==> config.mk <==
export PLATFORM = sky130hd
export DESIGN_NAME = fibo_stream
export DESIGN_NICKNAME = d
export VERILOG_FILES = /design/src/rtl/fibo_pkg.sv /design/src/rtl/fibo_step.sv /design/src/rtl/fibo_stream.sv
export SDC_FILE = /design/constraint.sdc
export NUM_CORES = 1
export LEC_CHECK = 0
export BUFFER_PORTS_ARGS = -buffer_cell sky130_fd_sc_hd__buf_2
export CORE_UTILIZATION = 40
export DETAILED_ROUTE_END_ITERATION = 10
export GPL_TIMING_DRIVEN = 0
export PLACE_DENSITY = 0.65
export SYNTH_ARGS = -nofsm -noshare
export SYNTH_HDL_FRONTEND = slang
export SYNTH_HIERARCHICAL = 1
export SYNTH_SLANG_ARGS = --single-unit
==> constraint.sdc <==
create_clock -name clk_i -period 5.3 [get_ports clk_i]
set_input_delay 0.795 -clock clk_i [delete_from_list [all_inputs] [get_ports clk_i]]
set_output_delay 0.795 -clock clk_i [all_outputs]
set_load 0.02 [all_outputs]
==> src/rtl/fibo_pkg.sv <==
// Shared types and constants for the Fibonacci stream generator.
package fibo_pkg;

  typedef enum logic [0:0] {
    StIdle,
    StRun
  } state_e;

  localparam int unsigned OVF_STOP = 0;
  localparam int unsigned OVF_WRAP = 1;

endpackage

==> src/rtl/fibo_step.sv <==
// One Fibonacci step: sum of two terms with a sticky overflow mark.
module fibo_step #(
  parameter int unsigned WIDTH = 32
) (
  input  logic [WIDTH-1:0] a_i,
  input  logic [WIDTH-1:0] b_i,
  input  logic             a_mark_i,
  input  logic             b_mark_i,
  output logic [WIDTH-1:0] sum_o,
  output logic             mark_o
);

  logic [WIDTH:0] full;

  assign full   = {1'b0, a_i} + {1'b0, b_i};
  assign sum_o  = full[WIDTH-1:0];
  // Any marked operand taints the result, so once set every later term stays marked.
  assign mark_o = full[WIDTH] | a_mark_i | b_mark_i;

endmodule

==> src/rtl/fibo_stream.sv <==
// Streams a Fibonacci-like sequence from two seeds over a valid/ready handshake.
module fibo_stream
  import fibo_pkg::*;
#(
  parameter int unsigned WIDTH    = 32,
  parameter int unsigned CNT_W    = 8,
  parameter int unsigned OVF_MODE = 0
) (
  input  logic             clk_i,
  input  logic             rst_ni,
  input  logic             start_i,
  input  logic [WIDTH-1:0] seed_a_i,
  input  logic [WIDTH-1:0] seed_b_i,
  input  logic [CNT_W-1:0] count_i,
  input  logic             ready_i,
  output logic             valid_o,
  output logic [WIDTH-1:0] value_o,
  output logic [CNT_W-1:0] index_o,
  output logic             last_o,
  output logic             busy_o,
  output logic             done_o,
  output logic             overflow_o
);

  state_e           state_q, state_d;
  logic [WIDTH-1:0] a_q, a_d, b_q, b_d;
  logic             am_q, am_d, bm_q, bm_d;
  logic [CNT_W-1:0] idx_q, idx_d, cnt_q, cnt_d;
  logic             valid_q, valid_d, busy_q, busy_d, done_q, done_d, ovf_q, ovf_d;
  logic [WIDTH-1:0] sum;
  logic             sum_mark;
  logic             is_last;

  fibo_step #(
    .WIDTH (WIDTH)
  ) u_step (
    .a_i      (a_q),
    .b_i      (b_q),
    .a_mark_i (am_q),
    .b_mark_i (bm_q),
    .sum_o    (sum),
    .mark_o   (sum_mark)
  );

  assign is_last = valid_q && (idx_q == cnt_q - CNT_W'(1));

  always_comb begin
    state_d = state_q;
    a_d     = a_q;
    b_d     = b_q;
    am_d    = am_q;
    bm_d    = bm_q;
    idx_d   = idx_q;
    cnt_d   = cnt_q;
    valid_d = valid_q;
    busy_d  = busy_q;
    done_d  = 1'b0;
    ovf_d   = ovf_q;
    unique case (state_q)
      StIdle: begin
        if (start_i && (count_i != '0)) begin
          state_d = StRun;
          a_d     = seed_a_i;
          b_d     = seed_b_i;
          am_d    = 1'b0;
          bm_d    = 1'b0;
          idx_d   = '0;
          cnt_d   = count_i;
          valid_d = 1'b1;
          busy_d  = 1'b1;
          ovf_d   = 1'b0;
        end
      end
      StRun: begin
        if (valid_q && ready_i) begin
          if (is_last) begin
            state_d = StIdle;
            valid_d = 1'b0;
            busy_d  = 1'b0;
            done_d  = 1'b1;
          end else if (bm_q && (OVF_MODE == OVF_STOP)) begin
            // The next term does not fit: end the sequence instead of presenting it.
            state_d = StIdle;
            valid_d = 1'b0;
            busy_d  = 1'b0;
            done_d  = 1'b1;
            ovf_d   = 1'b1;
          end else begin
            a_d   = b_q;
            b_d   = sum;
            am_d  = bm_q;
            bm_d  = sum_mark;
            idx_d = idx_q + CNT_W'(1);
            if (bm_q) begin
              ovf_d = 1'b1;
            end
          end
        end
      end
      default: state_d = StIdle;
    endcase
  end

  always_ff @(posedge clk_i or negedge rst_ni) begin
    if (!rst_ni) begin
      state_q <= StIdle;
      a_q     <= '0;
      b_q     <= '0;
      am_q    <= 1'b0;
      bm_q    <= 1'b0;
      idx_q   <= '0;
      cnt_q   <= '0;
      valid_q <= 1'b0;
      busy_q  <= 1'b0;
      done_q  <= 1'b0;
      ovf_q   <= 1'b0;
    end else begin
      state_q <= state_d;
      a_q     <= a_d;
      b_q     <= b_d;
      am_q    <= am_d;
      bm_q    <= bm_d;
      idx_q   <= idx_d;
      cnt_q   <= cnt_d;
      valid_q <= valid_d;
      busy_q  <= busy_d;
      done_q  <= done_d;
      ovf_q   <= ovf_d;
    end
  end

  assign valid_o    = valid_q;
  assign value_o    = a_q;
  assign index_o    = idx_q;
  assign last_o     = is_last;
  assign busy_o     = busy_q;
  assign done_o     = done_q;
  assign overflow_o = ovf_q;

endmodule

==> results of run 1 <==
[cells by family after synthesis]
family,synth area share (%)
compound gates,21.1
fa+ha+maj,7.62
flops,36.4
mux,11.7
other cells,0.0642
buf+inv,3.92
simple gates,14.0
xor+xnor,5.25
[path summary, 6_finish.rpt]
| path | cells after the start | end | startpoint | slack, ps |
|---|---|---|---|---|
| hold / removal | 1 | cnt_q[4] | rst_ni | 440 |
| setup reg to reg | 11 | bm_q | value_o[0] | 1920 |
| min in group clk_i | 2 | overflow_o | overflow_o | 510 |
| max in group asynchronous | 2 | value_o[26] | rst_ni | 4210 |
| hold reg to reg | 2 | overflow_o | overflow_o | 510 |
| setup / recovery | 8 | last_o | cnt_q[0] | 1910 |
[worst max-delay path: cells and delay by family, from the launching register on]
family	cells	cell delay, ps
buf+inv	3	330
compound gates	1	260
simple gates	3	920
fa+ha+maj	1	280
flops	1	430
[cell usage in the layout, fill, tap and decap left out, types with 15 or more instances in the layout]
master / n
o21ai_1: 24
a21oi_1: 43
dfrtp_1: 85
clkbuf_1: 23
o21ai_0: 66
nor2_1: 15
nand2_1: 119
xnor2_1: 16
ha_1: 34
mux2i_1: 67
xor2_1: 19
buf_2: 122
[flip-flops by register name, summed over array words and instances (netlist names), 8 cells and up]
name     count
index_o      8
value_o     32
b_q         32
cnt_q        8
[power by group through the flow]
stage	Clock [mW]	Combinational (mW)	Sequential, mW
after floorplan	0	2.10	1.28
after global placement	0	2.86	1.19
after detailed placement	0	2.95	1.21
after CTS	0.672	2.97	1.20
after global routing	0.696	3.31	1.24
final	0.661	2.97	1.20
[per-layer routing]
metal	GRT usage [%]	up-vias	part of all wire [%]
li1	-	2606	-
met1	31.0	2543	46
met2	35.8	145	47
met3	4.09	31	4.9
met4	10.7	2	2.5
met5	0	-	0.078
[final cells by class]
| class | instances | area, um^2 |
|---|---|---|
| inverter | 12 | 45.0 |
| multi-input combinational | 523 | 3490 |
| timing repair buffer | 121 | 631 |
| sequential | 85 | 2130 |
| tap | 180 | 225 |
| clock inverter | 5 | 58.8 |
| fill | 1347 | 7040 |
| buffer | 33 | 184 |
| clock buffer | 11 | 243 |
==> metrics.log, run 1 <==
INFO  metric critPathRequiredTime = 4510 ps
INFO  metric numCtsBuffers = 9
INFO  metric vias = roughly 5300
INFO  metric maximum_number_of_pins_on_one_net_before_global_route_repair = 49
INFO  metric power-per-cell-area = approximately 700 mW/mm^2
INFO  metric tritoncts = done
INFO  metric power.ir.vdd_worst = roughly 250 uV
INFO  metric ioPinCount = 121
INFO  metric drt-total-wl = 16.7 mm
INFO  metric antenna_violating_nets_post_route = 0
INFO  metric synth_flop_cell = dfrtp_1
INFO  metric setup_repair_after_global_routing_missed_its_margin = no
INFO  metric grt-ovfl-total = 0
INFO  metric fmax = roughly 0.30 GHz
INFO  metric floorplan.initialDensity = about two fifths
INFO  metric first_global_vias = around 5200
INFO  metric timing.slew.headroom = between 30% and 40%
INFO  metric synth.net_count = 764
INFO  metric tightestPinTransition = roughly 910 ps
INFO  metric final_cell_count_no_fill = 970
INFO  metric report.final.setup_viol = 0
INFO  metric synth_area = about 0.006 mm^2
INFO  metric yosys_warnings = 6
INFO  metric first_pass_grt_wire_length = between 20 and 30 mm
INFO  metric critPathMaxFanout = 6
INFO  metric die_w = ~120 um
INFO  metric cts-resized-gates = 0
INFO  metric netSwitchingFraction = between 40% and 50%
INFO  metric power.net_switching = between 2 and 2.5 mW
INFO  metric track_usage = 23.0%
INFO  metric hold_ws = 435 ps
INFO  metric layout-drive-gt1-share = 20.1%
INFO  metric drtPass1Iterations = 5
INFO  metric distinct_cell_type_count_of_the_synthesized_netlist = slightly below 60
INFO  metric clk_transition_reported_paths = ~70 ps
INFO  metric antenna_cells = 0
INFO  metric post-route-util = approximately 50%
INFO  metric placed_cells = 954
INFO  metric insertion_delay = about 350 ps
INFO  metric post_cts_buffers = 0
INFO  metric die_height = 123 um
INFO  metric via_per_inst = between 5 and 6
INFO  metric arrival = approximately 2600 ps
INFO  metric post_synth_inst_count = around 650
INFO  metric final_design_area_no_fill = between 0.006 and 0.007 mm^2
INFO  metric yosysMostFrequentCell = nand2_1
INFO  metric path_cells = inv_1 -> ha_1 -> nor2b_1 -> or3_1 -> a31o_1 -> or3_1 -> inv_1 -> buf_2
INFO  metric max_cap_viol_count = 0
INFO  metric post-synth-top-area-fraction = approximately 36%
INFO  metric place_congestion = 0.893
INFO  metric clockPowerShare = between 10% and 20%
INFO  metric row_count = 43
INFO  metric port-buffer-count = between 100 and 150
INFO  metric placed_wire_length_estimate_after_detailed_placement = approximately 13 mm
INFO  metric cts.sinks = 85
INFO  metric seq_power_share = 24.9%
INFO  metric cell_internal_pwr = ~2.5 mW
INFO  metric cell_at_the_root_of_the_clock_tree = clkbuf_16
INFO  metric final.setup_skew = 6.01 ps
INFO  metric initial_antenna_violation_count = 1
INFO  metric drt_iter0_drc = approximately 260
INFO  metric layout_min_cycle_time = about 3400 ps
INFO  metric post-route-worst-setup-slack = ~1900 ps
INFO  metric cts.htree.levels = 3
INFO  metric outcome = finished clean
INFO  metric share_comb_of_total_power = slightly above 60%
INFO  metric period_share = a little under two thirds
INFO  metric worst_path_max_delay_cell = dfrtp_1
INFO  metric cts_max_path_buffers = 2
INFO  metric netlist.top_cell.by_area = dfrtp_1
INFO  metric synth.avg_cell_area = about 9 um^2
INFO  metric worst-setup-path-type = reg2out
INFO  metric setup_slack_after_placement = about 2000 ps
INFO  metric setup_tns = 0 ps
INFO  metric cp_slowest_stage_delay = 430 ps
INFO  metric post_cts_hold_buffer_count = 0
INFO  metric worstSetupStartpointType = register
INFO  metric netlist_top_cells_count = 119 x nand2_1, 85 x dfrtp_1, 67 x mux2i_1
INFO  metric drc = 0
INFO  metric areaGrowthSynthToFinish = 19.8%
INFO  metric placed_area = roughly 0.0067 mm^2
INFO  metric synth.area.top_cells = dfrtp_1 36%, mux2i_1 11%, nand2_1 7.6%, ha_1 7.3%, o21ai_0 5.7%
INFO  metric min_path_type = in2async
INFO  metric routed_wire_length_per_instance = about 17 um
INFO  metric synthArstFlopShare = 100%
INFO  metric timing_max_transition_violations_final = 0
INFO  metric flop_and_latch_count_out_of_synthesis = between 80 and 90
INFO  metric nets = roughly 900
INFO  metric hold_violations = 0
INFO  metric core_area = 0.0140 mm^2
INFO  metric die-area = 0.0151 mm^2
INFO  metric static-leakage-power = between 3 and 4 nW
INFO  metric number_of_synthesized_flops_with_an_enable_pin = 0
INFO  metric total_power_of_the_final_layout = between 4 and 5 mW
INFO  metric synth_seq_area_share = between 30% and 40%
INFO  metric critPathCaptureType = output pin
Power figures use the tool's default switching activity.
==> inputs of run 2 (changes only) <==
- PLACE_DENSITY: 0.65 -> 0.68
- clock period: 5.3 -> 2.9 ns (I/O delays scaled with it)
==> metrics.log, run 2 (same netlist as run 1, synthesis figures left out) <==
INFO  metric die-area = 0.0151 mm^2 (unchanged)
INFO  metric place_congestion = 0.879 (was 0.893)
INFO  metric most_common_library_cell_in_the_layout_ignoring_fill_and_taps = buf_2 (unchanged)
INFO  metric track_usage = 22.6% (was 23.0%)
INFO  metric placed_area = 0.00671 mm^2 (was 0.00670 mm^2)
INFO  metric areaGrowthSynthToFinish = 22.2% (was 19.8%)
INFO  metric setup_tns = -158 ps (was 0 ps)
INFO  metric drtPass1Iterations = 5 (unchanged)
INFO  metric cts.htree.levels = 3 (unchanged)
INFO  metric setup_repair_after_global_routing_missed_its_margin = yes (was no)
INFO  metric period_share = 105%
INFO  metric routed_wire_length_per_instance = 16.6 um (was 17.2 um)
INFO  metric die_w = 123 um (unchanged)
INFO  metric core_area = 0.0140 mm^2 (unchanged)
INFO  metric post-route-worst-setup-slack = -158 ps (was 1910 ps)
INFO  metric cts_max_path_buffers = 2 (unchanged)
INFO  metric n_fill_cell = 1338 (was 1347)
INFO  metric outcome = complete, but fails checks (was finished clean)
INFO  metric port-buffer-count = 120 (unchanged)
INFO  metric floorplan.initialDensity = 41.6% (unchanged)
INFO  metric drt_iter0_drc = 318 (was 257)
INFO  metric critPathRequiredTime = 3110 ps (was 4510 ps)
INFO  metric timing_max_transition_violations_final = 0 (unchanged)
INFO  metric netSwitchingFraction = 47.3% (was 48.0%)
INFO  metric power-per-cell-area = 1250 mW/mm^2 (was 691 mW/mm^2)
INFO  metric power.net_switching = 4.23 mW (was 2.32 mW)
INFO  metric tritoncts = done (unchanged)
INFO  metric hold_violations = 0 (unchanged)
INFO  metric clockPowerShare = 13.0% (was 13.7%)
INFO  metric hold_ws = 18.2 ps (was 435 ps)
INFO  metric first_pass_grt_wire_length = 26.2 mm (was 26.3 mm)
INFO  metric layout.cells.most_common_list = 121 x buf_2, 119 x nand2_1, 84 x dfrtp_1 (was 122 x buf_2, 119 x nand2_1, 85 x dfrtp_1)
INFO  metric worst_path_max_delay_cell = a2111o_1 (was dfrtp_1)
INFO  metric power.ir.vdd_worst = 421 uV (was 245 uV)
INFO  metric drc = 0 (unchanged)
INFO  metric cts.sinks = 85 (unchanged)
INFO  metric grt_util_met2 = 36.4% (was 35.8%)
INFO  metric static-leakage-power = 3.76 nW (was 3.71 nW)
INFO  metric via_per_inst = 5.45 (was 5.49)
INFO  metric globalRoute.busiestLayer = met2 (unchanged)
INFO  metric placed_wire_length_estimate_after_detailed_placement = 12.0 mm (was 12.6 mm)
INFO  metric share_comb_of_total_power = 62.6% (was 61.4%)
INFO  metric nets = 903 (was 896)
INFO  metric critPathCaptureType = register (was output pin)
INFO  metric drt-total-wl = 16.2 mm (was 16.7 mm)
INFO  metric layout_min_cycle_time = 3060 ps
INFO  metric final_design_area_no_fill = 0.00714 mm^2 (was 0.00700 mm^2)
INFO  metric antenna_violating_nets_post_route = 0 (unchanged)
INFO  metric max_cap_viol_count = 0 (unchanged)
INFO  metric post-route-util = 50.8% (was 49.8%)
INFO  metric clk_transition_reported_paths = 60 ps (was 70 ps)
INFO  metric report.final.setup_viol = 1 (was 0)
INFO  metric grt-ovfl-total = 0 (unchanged)
INFO  metric met1_usage = 31.1% (was 31.0%)
INFO  metric violations = setup timing
INFO  metric timing.critical_path.max_delay_family = compound AO/OA/AOI/OAI gates (was simple AND/OR/NAND/NOR gates)
INFO  metric first_global_vias = 5167 (was 5186)
INFO  metric numCtsBuffers = 9 (unchanged)
INFO  metric die_height = 123 um (unchanged)
INFO  metric post_cts_hold_buffer_count = 0 (unchanged)
INFO  metric ioPinCount = 121 (unchanged)
INFO  metric critPathMaxFanout = 2 (was 6)
INFO  metric crit_buf_inv = 0 (was 3)
INFO  metric final.setup_skew = 7.29 ps (was 6.01 ps)
INFO  metric timing.slew.headroom = 34.9% (was 39.1%)
INFO  metric worstSetupStartpointType = register (unchanged)
INFO  metric maximum_number_of_pins_on_one_net_before_global_route_repair = 59 (was 49)
INFO  metric min_path_type = in2async (unchanged)
INFO  metric cp_slowest_stage_delay = 430 ps (about the same)
INFO  metric arrival = 3270 ps (was 2590 ps)
INFO  metric layout-drive-gt1-share = 23.2% (was 20.1%)
INFO  metric vias = 5329 (was 5327)
INFO  metric row_count = 43 (unchanged)
INFO  metric initial_antenna_violation_count = 1 (unchanged)
INFO  metric cell_internal_pwr = 4.70 mW (was 2.51 mW)
INFO  metric fmax = 0.327 GHz
INFO  metric cell_at_the_root_of_the_clock_tree = clkbuf_16 (unchanged)
INFO  metric worst-setup-path-type = reg2reg (was reg2out)
INFO  metric tightestPinTransition = 977 ps (was 913 ps)
INFO  metric path_cells = ha_4 -> fa_2 -> a211oi_2 -> o21ai_2 -> o211ai_2 -> a2111oi_2 -> a211o_1 -> a221o_1 -> a2111o_1 -> a31oi_1 -> nor2_1 (was inv_1 -> ha_1 -> nor2b_1 -> or3_1 -> a31o_1 -> or3_1 -> inv_1 -> buf_2)
INFO  metric insertion_delay = 340 ps (was 350 ps)
INFO  metric seq_power_share = 24.4% (was 24.9%)
INFO  metric met3_capacity_usage_during_global_routing = 3.07% (was 4.09%)
run 2: layout make-up:
cell class / count / area, um^2 / area share (%)
multi-input cells: 523 / 3560 / 49.9
flip-flops and latches: 85 / 2130 / 29.8
repair buffers: 131 / 708 / 9.92
clock buffers: 11 / 243 / 3.40
well taps: 180 / 225 / 3.16
plain buffers: 30 / 174 / 2.44
clock inverters: 5 / 50.0 / 0.701
inverters: 12 / 45.0 / 0.631
diodes: 1 / 2.50 / 0.0351
run 2: final timing paths:
path                            start          to  slack, ps  depth (start not counted)
max in group asynchronous      rst_ni  value_o[0]       2230                          2
min                            rst_ni    cnt_q[0]         20                          1
min reg2reg                  cnt_q[7]    cnt_q[7]        500                          2
min in group clk_i         count_i[3]    cnt_q[3]        300                          3
max                        value_o[0]        bm_q       -160                         11
max reg2reg                value_o[0]        bm_q       -160                         11
run 2: what timing repair did:
action                                  CTS  global route
endpoints found under the setup margin   70            73
endpoints found under the hold margin     0             0
resized for setup                         5            11
cloned                                    0             0
setup buffers                             9             2
pin swaps                                11             9
run 2: power groups by stage:
stage               Clock, mW  Combinational, mW  Sequential [mW]
floorplan                   0               3.85             2.35
global placement            0               5.26             2.20
detailed placement          0               5.35             2.21
CTS                      1.18               5.50             2.18
global route             1.23               6.24             2.26
finish                   1.16               5.60             2.18
run 2: layer usage:
layer | up-vias | wire [um]
li1 | 2634 | -
met1 | 2521 | 7660
met2 | 157 | 7410
met3 | 17 | 845
met4 | 0 | 302
met5 | - | 0
run 2: worst register-to-register path: stages, from the launching register on:
cell       delay, ps
dfrtp_2          420
ha_4             170
fa_2             400
a211oi_2         230
o21ai_2           90
o211ai_2         210
a2111oi_2        100
a211o_1          310
a221o_1          360
a2111o_1         430
a31oi_1          160
nor2_1            50
run 2: per-stage QoR:
| stage | power, mW | cells | setup slack, ps |
|---|---|---|---|
| 2_1_floorplan | 6.20 | 653 | -12.8 |
| 3_3_place_gp | 7.46 | 953 | -308 |
| 3_5_place_dp | 7.56 | 954 | -297 |
| 4_1_cts | 8.85 | 979 | -239 |
| 5_1_grt | 9.72 | 977 | -307 |
| 6_report | 8.93 | 978 | -158 |
